$ cat config.mk
export PLATFORM = sky130hd
export DESIGN_NAME = adder_pipe
export DESIGN_NICKNAME = d
export VERILOG_FILES = /design/src/rtl/adder_pipe.sv
export SDC_FILE = /design/constraint.sdc
export NUM_CORES = 1
export LEC_CHECK = 0
export CAP_MARGIN = 0
export CORE_ASPECT_RATIO = 0.7
export CORE_MARGIN = 5
export CORE_UTILIZATION = 55
export CTS_CLUSTER_DIAMETER = 150
export DETAILED_ROUTE_END_ITERATION = 6
export HOLD_SLACK_MARGIN = 0.02
export PLACE_DENSITY_LB_ADDON = 0.15
export SETUP_SLACK_MARGIN = 0.5
export SYNTH_ARGS = -nofsm -noshare
export SYNTH_HDL_FRONTEND = slang
export SYNTH_SLANG_ARGS = --single-unit
$ cat constraint.sdc
create_clock -name clk -period 4.6 [get_ports clk]
set_input_delay 0.92 -clock clk [delete_from_list [all_inputs] [get_ports clk]]
set_output_delay 0.92 -clock clk [all_outputs]
set_load 0.02 [all_outputs]
$ cat src/rtl/adder_pipe.sv
`default_nettype none
// ============================================================================
// Module      : adder_pipe
// Description : Pipelined N-bit adder/subtractor with carry/borrow-in and
//               Carry/Zero/Overflow flags. The operands are split into S
//               chunks of W = N/S bits; stage k resolves chunk k-1 using the
//               carry registered by the previous stage. One result per cycle
//               at S-cycle latency. N must be a multiple of S, S >= 1.
// Ports       : clk, rst (sync, active-high)
//               in_valid/in_ready   operand handshake
//               in_sub, in_cin      0: A+B+cin, 1: A-B-cin
//               in_a, in_b          N-bit operands
//               out_valid/out_ready result handshake
//               out_result          N-bit result
//               out_carry           carry-out (add) / borrow-out (sub)
//               out_zero            out_result == 0
//               out_overflow        signed two's-complement overflow
// Config      : ADDER_PIPE_SAT_EN  signed saturation of the delivered result
// Revision    : 1.0  initial release
// ============================================================================
module adder_pipe #(
    parameter int N = 32,
    parameter int S = 4
) (
    input  logic         clk,
    input  logic         rst,
    input  logic         in_valid,
    output logic         in_ready,
    input  logic         in_sub,
    input  logic         in_cin,
    input  logic [N-1:0] in_a,
    input  logic [N-1:0] in_b,
    output logic         out_valid,
    input  logic         out_ready,
    output logic [N-1:0] out_result,
    output logic         out_carry,
    output logic         out_zero,
    output logic         out_overflow
);

    localparam int W = N / S;

    // Global advance: the whole pipe moves when the output slot is free or
    // being drained this cycle.
    logic w_adv;
    assign w_adv    = !out_valid || out_ready;
    assign in_ready = w_adv;

    // Index k holds the beat as seen at the input of stage k+1. Index 0 is
    // the port side; indices 1..S-1 are the inter-stage registers.
    logic         w_v    [S];
    logic         w_sub  [S];
    logic         w_c    [S];
    logic [N-1:0] w_a    [S];
    logic [N-1:0] w_be   [S];
    logic [N-1:0] w_r    [S];
    logic [W:0]   w_sum  [S];
    logic [N-1:0] w_rn   [S];

    // Subtraction is A + ~B + ~borrow_in, so the effective carry-in is
    // in_cin ^ in_sub.
    assign w_v[0]   = in_valid;
    assign w_sub[0] = in_sub;
    assign w_c[0]   = in_cin ^ in_sub;
    assign w_a[0]   = in_a;
    assign w_be[0]  = in_sub ? ~in_b : in_b;
    assign w_r[0]   = '0;

    // Chunk adders: stage k+1 resolves chunk k and merges it into the
    // partial result (those bits are still zero at this point).
    genvar k;
    generate
        for (k = 0; k < S; k++) begin : g_chunk
            assign w_sum[k] = {1'b0, w_a[k][k*W +: W]}
                            + {1'b0, w_be[k][k*W +: W]}
                            + {{W{1'b0}}, w_c[k]};
            assign w_rn[k]  = w_r[k] | (N'(w_sum[k][W-1:0]) << (k*W));
        end
    endgenerate

    // Inter-stage registers: operands travel along with the partial result
    // and the chunk carry.
    generate
        for (k = 1; k < S; k++) begin : g_stage
            logic         r_valid_q;
            logic         r_sub_q;
            logic         r_carry_q;
            logic [N-1:0] r_a_q;
            logic [N-1:0] r_be_q;
            logic [N-1:0] r_res_q;

            always_ff @(posedge clk) begin
                if (rst) begin
                    r_valid_q <= 1'b0;
                    r_sub_q   <= 1'b0;
                    r_carry_q <= 1'b0;
                    r_a_q     <= '0;
                    r_be_q    <= '0;
                    r_res_q   <= '0;
                end else if (w_adv) begin
                    r_valid_q <= w_v[k-1];
                    r_sub_q   <= w_sub[k-1];
                    r_carry_q <= w_sum[k-1][W];
                    r_a_q     <= w_a[k-1];
                    r_be_q    <= w_be[k-1];
                    r_res_q   <= w_rn[k-1];
                end
            end

            assign w_v[k]   = r_valid_q;
            assign w_sub[k] = r_sub_q;
            assign w_c[k]   = r_carry_q;
            assign w_a[k]   = r_a_q;
            assign w_be[k]  = r_be_q;
            assign w_r[k]   = r_res_q;
        end
    endgenerate

    // Final stage: flags from the completed raw sum.
    logic         w_cout;
    logic [N-1:0] w_raw;
    logic         w_ovf;
    logic [N-1:0] w_res_d;

    assign w_cout = w_sum[S-1][W];
    assign w_raw  = w_rn[S-1];
    assign w_ovf  = (w_a[S-1][N-1] == w_be[S-1][N-1]) && (w_raw[N-1] != w_a[S-1][N-1]);

`ifdef ADDER_PIPE_SAT_EN
    // Overflow direction follows the sign of A: negative A clamps to the
    // most negative value, positive A to the most positive.
    assign w_res_d = w_ovf ? (w_a[S-1][N-1] ? {1'b1, {(N-1){1'b0}}}
                                            : {1'b0, {(N-1){1'b1}}})
                           : w_raw;
`else
    assign w_res_d = w_raw;
`endif

    logic         r_out_valid_q;
    logic [N-1:0] r_out_result_q;
    logic         r_out_carry_q;
    logic         r_out_zero_q;
    logic         r_out_ovf_q;

    always_ff @(posedge clk) begin
        if (rst) begin
            r_out_valid_q  <= 1'b0;
            r_out_result_q <= '0;
            r_out_carry_q  <= 1'b0;
            r_out_zero_q   <= 1'b0;
            r_out_ovf_q    <= 1'b0;
        end else if (w_adv) begin
            r_out_valid_q  <= w_v[S-1];
            r_out_result_q <= w_res_d;
            r_out_carry_q  <= w_cout ^ w_sub[S-1];
            r_out_zero_q   <= ~|w_res_d;
            r_out_ovf_q    <= w_ovf;
        end
    end

    assign out_valid    = r_out_valid_q;
    assign out_result   = r_out_result_q;
    assign out_carry    = r_out_carry_q;
    assign out_zero     = r_out_zero_q;
    assign out_overflow = r_out_ovf_q;

endmodule
`default_nettype wire

==> impl_metrics.yaml <==
global_route:
  grt_pass1_vias: 6010
  grt_overflow_total: 0
  antenna_found_initial: 0
  grt_use_total_pct: 20.7
  grt_pass1_wl_um: 29500
  grt_max_degree: 214
floorplan:
  fp-row-count: 37
  die_area_um2: 17200
  io_pins: 107
  start_util_pct: 55.5
  die_h_um: 111
  die_width_um: 154
  core_um2: 14500
cts:
  cts_resized: 0
  h-tree-depth: 4
  clockBufferDepth: 2
  postCtsSetupBuffers: 0
  cts-root-buf: "clkbuf_16"
  cts_buffers: 17
  cts-hold-fix-buffers: 0
  clock_sinks: 189
  clk_pin_slew_ns: 0.07
  cts_tree: "built"
  insertion_delay_ns: 0.43
sta:
  rsz0062_at_grt: "false"
  slew_viol_final: 0
  fmax_mhz: 316
  slew-limit-headroom_pct: 44.4
  timing_hold_violations_final: 0
  fin_crit_sh_pct: 68.9
  setup_tns_ns: 0
  finalSetupViolations: 0
  fin_crit_ns: 3.17
  worst_pin_slew_ns: 0.834
  skew_ns: 0.0105
final_layout:
  final_common_cell: "nand2_1"
  area.growth.synth_to_final_pct: 21.1
  instances_no_fill: 1257
  layout_common_cells: "nand2_1 (298), dfxtp_1 (189), a21oi_1 (155), clkdlybuf4s50_1 (104), nor2_1 (41)"
  finalCoreUtilization_pct: 67.2
  num-fill-cells: 1266
  antenna_cells: 0
  final_nets: 1155
  drive_above_1_share_pct: 4.43
detailed_routing:
  via_count: 6572
  drt_pre_antenna_iters: 5
  ant_nets: 0
  drt-initial-drc-count: 475
  routed_via_density: 5.23
  drc: 0
  drt_wl_total_um: 17600
  wl_per_cell_um: 14.0
power_and_ir_drop:
  sw_frac_of_total_pct: 26.2
  peakVddDrop_uv: 246
  p_sw_mw: 0.962
  powerDensity_nw_per_um2: 377
  power_frac_comb_pct: 12.2
  p_clk_share_pct: 38.4
  p_int_mw: 2.71
  p_seq_share_pct: 49.4
  leakagePower_nw: 3.85
yosys:
  ys.flop_type: "dfxtp_1"
  ys_types: 46
  avgSynthCellArea_um2: 8.17
  ys_warn_count: 0
  ys_seq_elements: 189
  netlist_instances: 984
  synth_area_um2: 8040
  syn_nets: 1090
  synthArstFlopShare_pct: 0
  seq_area_frac_synth_pct: 47.1
  synth_edf_count: 0
critical_path:
  required_ns: 3.68
  cp-end-kind: "output pin"
  critPathMaxStageDelay_ns: 0.57
  path_cells: "clkdlybuf4s50_1 > nor2b_4 > inv_6 > clkdlybuf4s50_1"
  crit_path_frequent_cell: "clkdlybuf4s50_1"
  worst-path-buf-inv: 3
  path_class: "in -> out"
  crit_path_start_kind: "input pin"
  cp_data_arrival_time_ns: 2.25
  slowest_stage: "clkdlybuf4s50_1"
  cp_max_fo: 5
  path_delay_family: "buffers and inverters"
place:
  port_buffers: 106
  place_inst: 1225
  hpwl_um: 11700
  globalplace.congestion: 0.830
hold_path:
  min_path_type: "reg -> reg"
run:
  max-cap-violations: 0
status:
  status: "complete, no violations"
[area by class of cell]
| cell class | count | area (µm²) | share of cell area (%) |
|---|---|---|---|
| clock buffer | 19 | 453 | 4.65 |
| timing repair buffer | 113 | 1120 | 11.5 |
| clock inverter | 13 | 120 | 1.23 |
| multi-input combinational | 709 | 3940 | 40.4 |
| sequential | 189 | 3780 | 38.9 |
| tap | 195 | 244 | 2.51 |
| inverter | 19 | 76.3 | 0.784 |
[worst reg2reg max path, delay by kind of cell (launching register included)]
kind	cells	cell delay (ns)
AND/OR/NAND/NOR	4	1.48
adder cells (fa/ha/maj)	2	0.85
flip-flops	1	0.33
AO/OA/AOI/OAI	1	0.16
buffers and inverters	2	0.14
[metal layers]
| layer | share of wire (%) | up-vias | global-route usage, % | wire [µm] |
|---|---|---|---|---|
| li1 | - | 3419 | - | - |
| met1 | 50 | 2998 | 31.3 | 8830 |
| met2 | 43 | 144 | 30.6 | 7660 |
| met3 | 5.8 | 11 | 3.82 | 1030 |
| met4 | 0.66 | 0 | 5.12 | 116 |
| met5 | 0 | - | 0 | 0 |
[power by group through the flow]
stage	combinational (mW)	clock, mW	sequential (mW)
6_report	0.449	1.41	1.81
5_1_grt	0.505	1.50	1.83
4_1_cts	0.451	1.43	1.81
3_5_place_dp	0.446	0	1.85
3_3_place_gp	0.443	0	1.85
2_1_floorplan	0.281	0	1.84
[metrics by stage]
| step | hold WS [ns] | cell area [µm²] | setup WS [ns] | power (mW) |
|---|---|---|---|---|
| 2_1_floorplan | 0.432 | 8040 | 0.691 | 2.13 |
| 3_3_place_gp | 0.438 | 9160 | 1.17 | 2.29 |
| 3_5_place_dp | 0.443 | 9160 | 1.12 | 2.30 |
| 4_1_cts | 0.453 | 9730 | 1.42 | 3.70 |
| 5_1_grt | 0.464 | 9730 | 1.41 | 3.83 |
| 6_report | 0.450 | 9730 | 1.43 | 3.67 |
[worst paths after layout]
path,slack (ns),to,from,depth (start not counted)
worst max-delay path,1.43,in_ready,out_ready,4
worst max register to register,1.56,out_zero$_SDFFE_PP0P_,g_stage[3].r_carry_q$_SDFFE_PP0P_,9
worst min register to register,0.45,out_result[10]$_SDFFE_PP0P_,out_result[10]$_SDFFE_PP0P_,2
worst min-delay path,0.45,out_result[10]$_SDFFE_PP0P_,out_result[10]$_SDFFE_PP0P_,2
[sequential cells by signal, indices dropped and copies added (netlist names), 3 cells and up]
name,count
g_stage.r_be_q,48
g_stage.r_valid_q,3
g_stage.r_a_q,48
g_stage.r_sub_q,3
g_stage.r_res_q,48
g_stage.r_carry_q,3
out_result,32
[synthesized netlist by cell type, types with 2 or more instances]
cell type / instances / area [µm²]
nand2_1: 298 / 1120
or3_1: 6 / 37.5
xor2_1: 15 / 131
clkbuf_1: 60 / 225
nand3b_1: 10 / 75.1
mux2i_1: 3 / 30.0
nor2b_1: 4 / 25.0
xnor2_1: 37 / 324
nand3_1: 2 / 10.0
a21o_1: 10 / 75.1
nand4b_1: 2 / 17.5
ha_1: 28 / 350
dfxtp_1: 189 / 3780
fa_1: 8 / 160
inv_1: 18 / 67.6
o21bai_1: 4 / 30.0
nor3_1: 9 / 45.0
buf_1: 6 / 22.5
nor2_1: 41 / 154
o22ai_1: 4 / 25.0
o211ai_1: 4 / 30.0
or4b_1: 2 / 20.0
a21oi_1: 155 / 776
nor3b_1: 3 / 22.5
nor4_1: 6 / 37.5
o21ai_0: 6 / 30.0
a211oi_1: 35 / 263
[kinds of logic (layout without fill, tap and decap cells)]
group | Yosys count | after routing | synth area share [%]
AO/OA/AOI/OAI | 226 | 226 | 16.1
XOR/XNOR | 52 | 52 | 5.67
adder cells (fa/ha/maj) | 36 | 36 | 6.35
multiplexers | 4 | 4 | 0.514
AND/OR/NAND/NOR | 391 | 391 | 20.2
buffers and inverters | 86 | 164 | 4.03
flip-flops | 189 | 189 | 47.1
No activity file was read; power rests on OpenSTA's default activity.
==> variant: new RTL, config.mk and constraints unchanged <==
The parameter `N` goes from 32 to 64.
--- a/src/rtl/adder_pipe.sv
+++ b/src/rtl/adder_pipe.sv
@@ -20,5 +20,5 @@
 // ============================================================================
 module adder_pipe #(
-    parameter int N = 32,
+    parameter int N = 64,
     parameter int S = 4
 ) (
Ports: changed (resized in_a, in_b and out_result); port bits go from 107 to 203. The function was not compared with the original's and may differ.
==> variant against the unedited design <==
Final area grew 96%. Sequential cell count is 176 higher. Setup slack worse by 510 ps. Critical path type is now primary input to register. Synthesized area is 97% higher. Sequential share of layout area decreased by 0.54 points. Routed wire length increased by 130%. Global-route usage increased by 3.5 points. Largest power group unchanged. Critical path depth grew 8. Power grew 99%.
==> variant: results (changes against the unedited design) <==
| Metric | Value |
|---|---|
| Status | finished clean |
| CP top delay family | compound AO/OA/AOI/OAI gates |
| CTS buffer count | 36 (+19) |
| Seq/Total Area, Yosys | 46.2% (-0.90 points) |
| Final setup viols | 0 (unchanged) |
| Fin Hold WS | 450 ps (+0.177 ps) |
| Placer congestion estimate | 0.873 (+5.2%) |
| Top post-synthesis cells by area | dfxtp_1 46%, nand2_1 14%, a21oi_1 10%, ha_1 4.7%, xnor2_1 4.3% |
| H-tree levels | 2 (-2) |
| GRT Util Overall | 24.2% (+3.5 points) |
| Pleak | 0.00737 uW (+92%) |
| Main flop type after synthesis | dfxtp_1 |
| Clock skew | 19.9 ps (+9.42 ps) |
| Fillers | 2,459 (+94%) |
| Maximum buffer depth of the clock tree | 3 (+1) |
| Critical path capture point | g_stage[1].r_carry_q |
| Skew-Pair Late Insertion Delay | 540 ps (+110 ps) |
| Crit path max fanout | 4 (-1) |
| First-pass GRT wire length | 65.1 mm (+120%) |
| Reg2Reg Setup Slack | 1240 ps (-320 ps) |
| Synth cell count leaders | 579 x nand2_1, 365 x dfxtp_1, 319 x a21oi_1 |
| Port Buf Inserts | 202 (+91%) |
| Largest net degree at the start of global routing | 243 (+14%) |
| Setup crit start | in_b[0] |
| Initial DRC Count | 1,245 (+160%) |
| Pre-antenna DRT Iters | 5 (unchanged) |
| Max incr delay on CP | 450 ps (-120 ps) |
| Post-synth cell types | 64 (+39%) |
| Nets | 2,295 (+99%) |
| Via count | 13.5k (+110%) |
| Hpwl dp | 28.3 mm (+140%) |
| Ant. Diodes | 0 (unchanged) |
| Hold wc startpoint | out_result[8] |
| Worst IR drop on VDD | 0.218 mV (-12%) |
| Worst Hold Endpoint | out_result[8] |
| Worst slew pin tran | 1150 ps (+313 ps) |
| Routed wire per std cell | 16.2 um (+15%) |
| Largest registers | g_stage.r_a_q x96, g_stage.r_be_q x96, g_stage.r_res_q x96 |
| Layout cell share with drive strength beyond 1 | 3.64% (-0.78 points) |
| Initial antenna violation count | 1 (+1) |
| Mapped Nets | 2,175 (+100%) |
| Vias in the first global route | 12.4k (+110%) |
variant: cell count changes after synthesis, moves of 14 or more:
cell | unedited run | this run
dfxtp_1 | 189 | 365
nand2_1 | 298 | 579
buf_1 | 6 | 20
nor2_1 | 41 | 101
clkbuf_1 | 60 | 107
xor2_1 | 15 | 31
xnor2_1 | 37 | 77
o21ai_0 | 6 | 30
nand3_1 | 2 | 20
ha_1 | 28 | 60
a21oi_1 | 155 | 319
a211oi_1 | 35 | 62
variant: kinds of logic after synthesis:
| kind of cell | synth area share, % |
|---|---|
| simple gates | 20.5 |
| flops | 46.2 |
| buf+inv | 3.82 |
| xor+xnor | 5.98 |
| fa+ha+maj | 5.76 |
| mux | 0.127 |
| compound gates | 17.7 |
variant: report_power, final:
| part | internal (uW) | switching [uW] |
|---|---|---|
| clock | 1640 | 1200 |
| sequential | 3380 | 144 |
| combinational | 443 | 512 |
| total | 5460 | 1860 |
variant: area by class of cell:
cell class                 count  share of cell area, %
timing repair buffer         213                   11.2
multi-input combinational   1450                   41.5
sequential                   365                   38.3
clock inverter                 6                  0.381
inverter                      27                  0.571
clock buffer                  52                   5.53
tap                          378                   2.48
variant: metal layers:
metal,GRT usage [%],vias up,wire length [um]
met5,0,-,13
met4,4.26,2,515
met3,4.86,41,3070
met2,33.1,394,16200
met1,39.4,6180,20500
li1,-,6878,-
variant: through the flow:
stage	cells	utilization [%]	setup slack, ps	instance area [um^2]
after global placement	2433	62.7	527	17900
after floorplan	1973	-	537	15800
after CTS	2491	66.6	930	19100
after global routing	2491	66.6	564	19100
final	2491	66.6	926	19100
after detailed placement	2433	62.7	388	17900
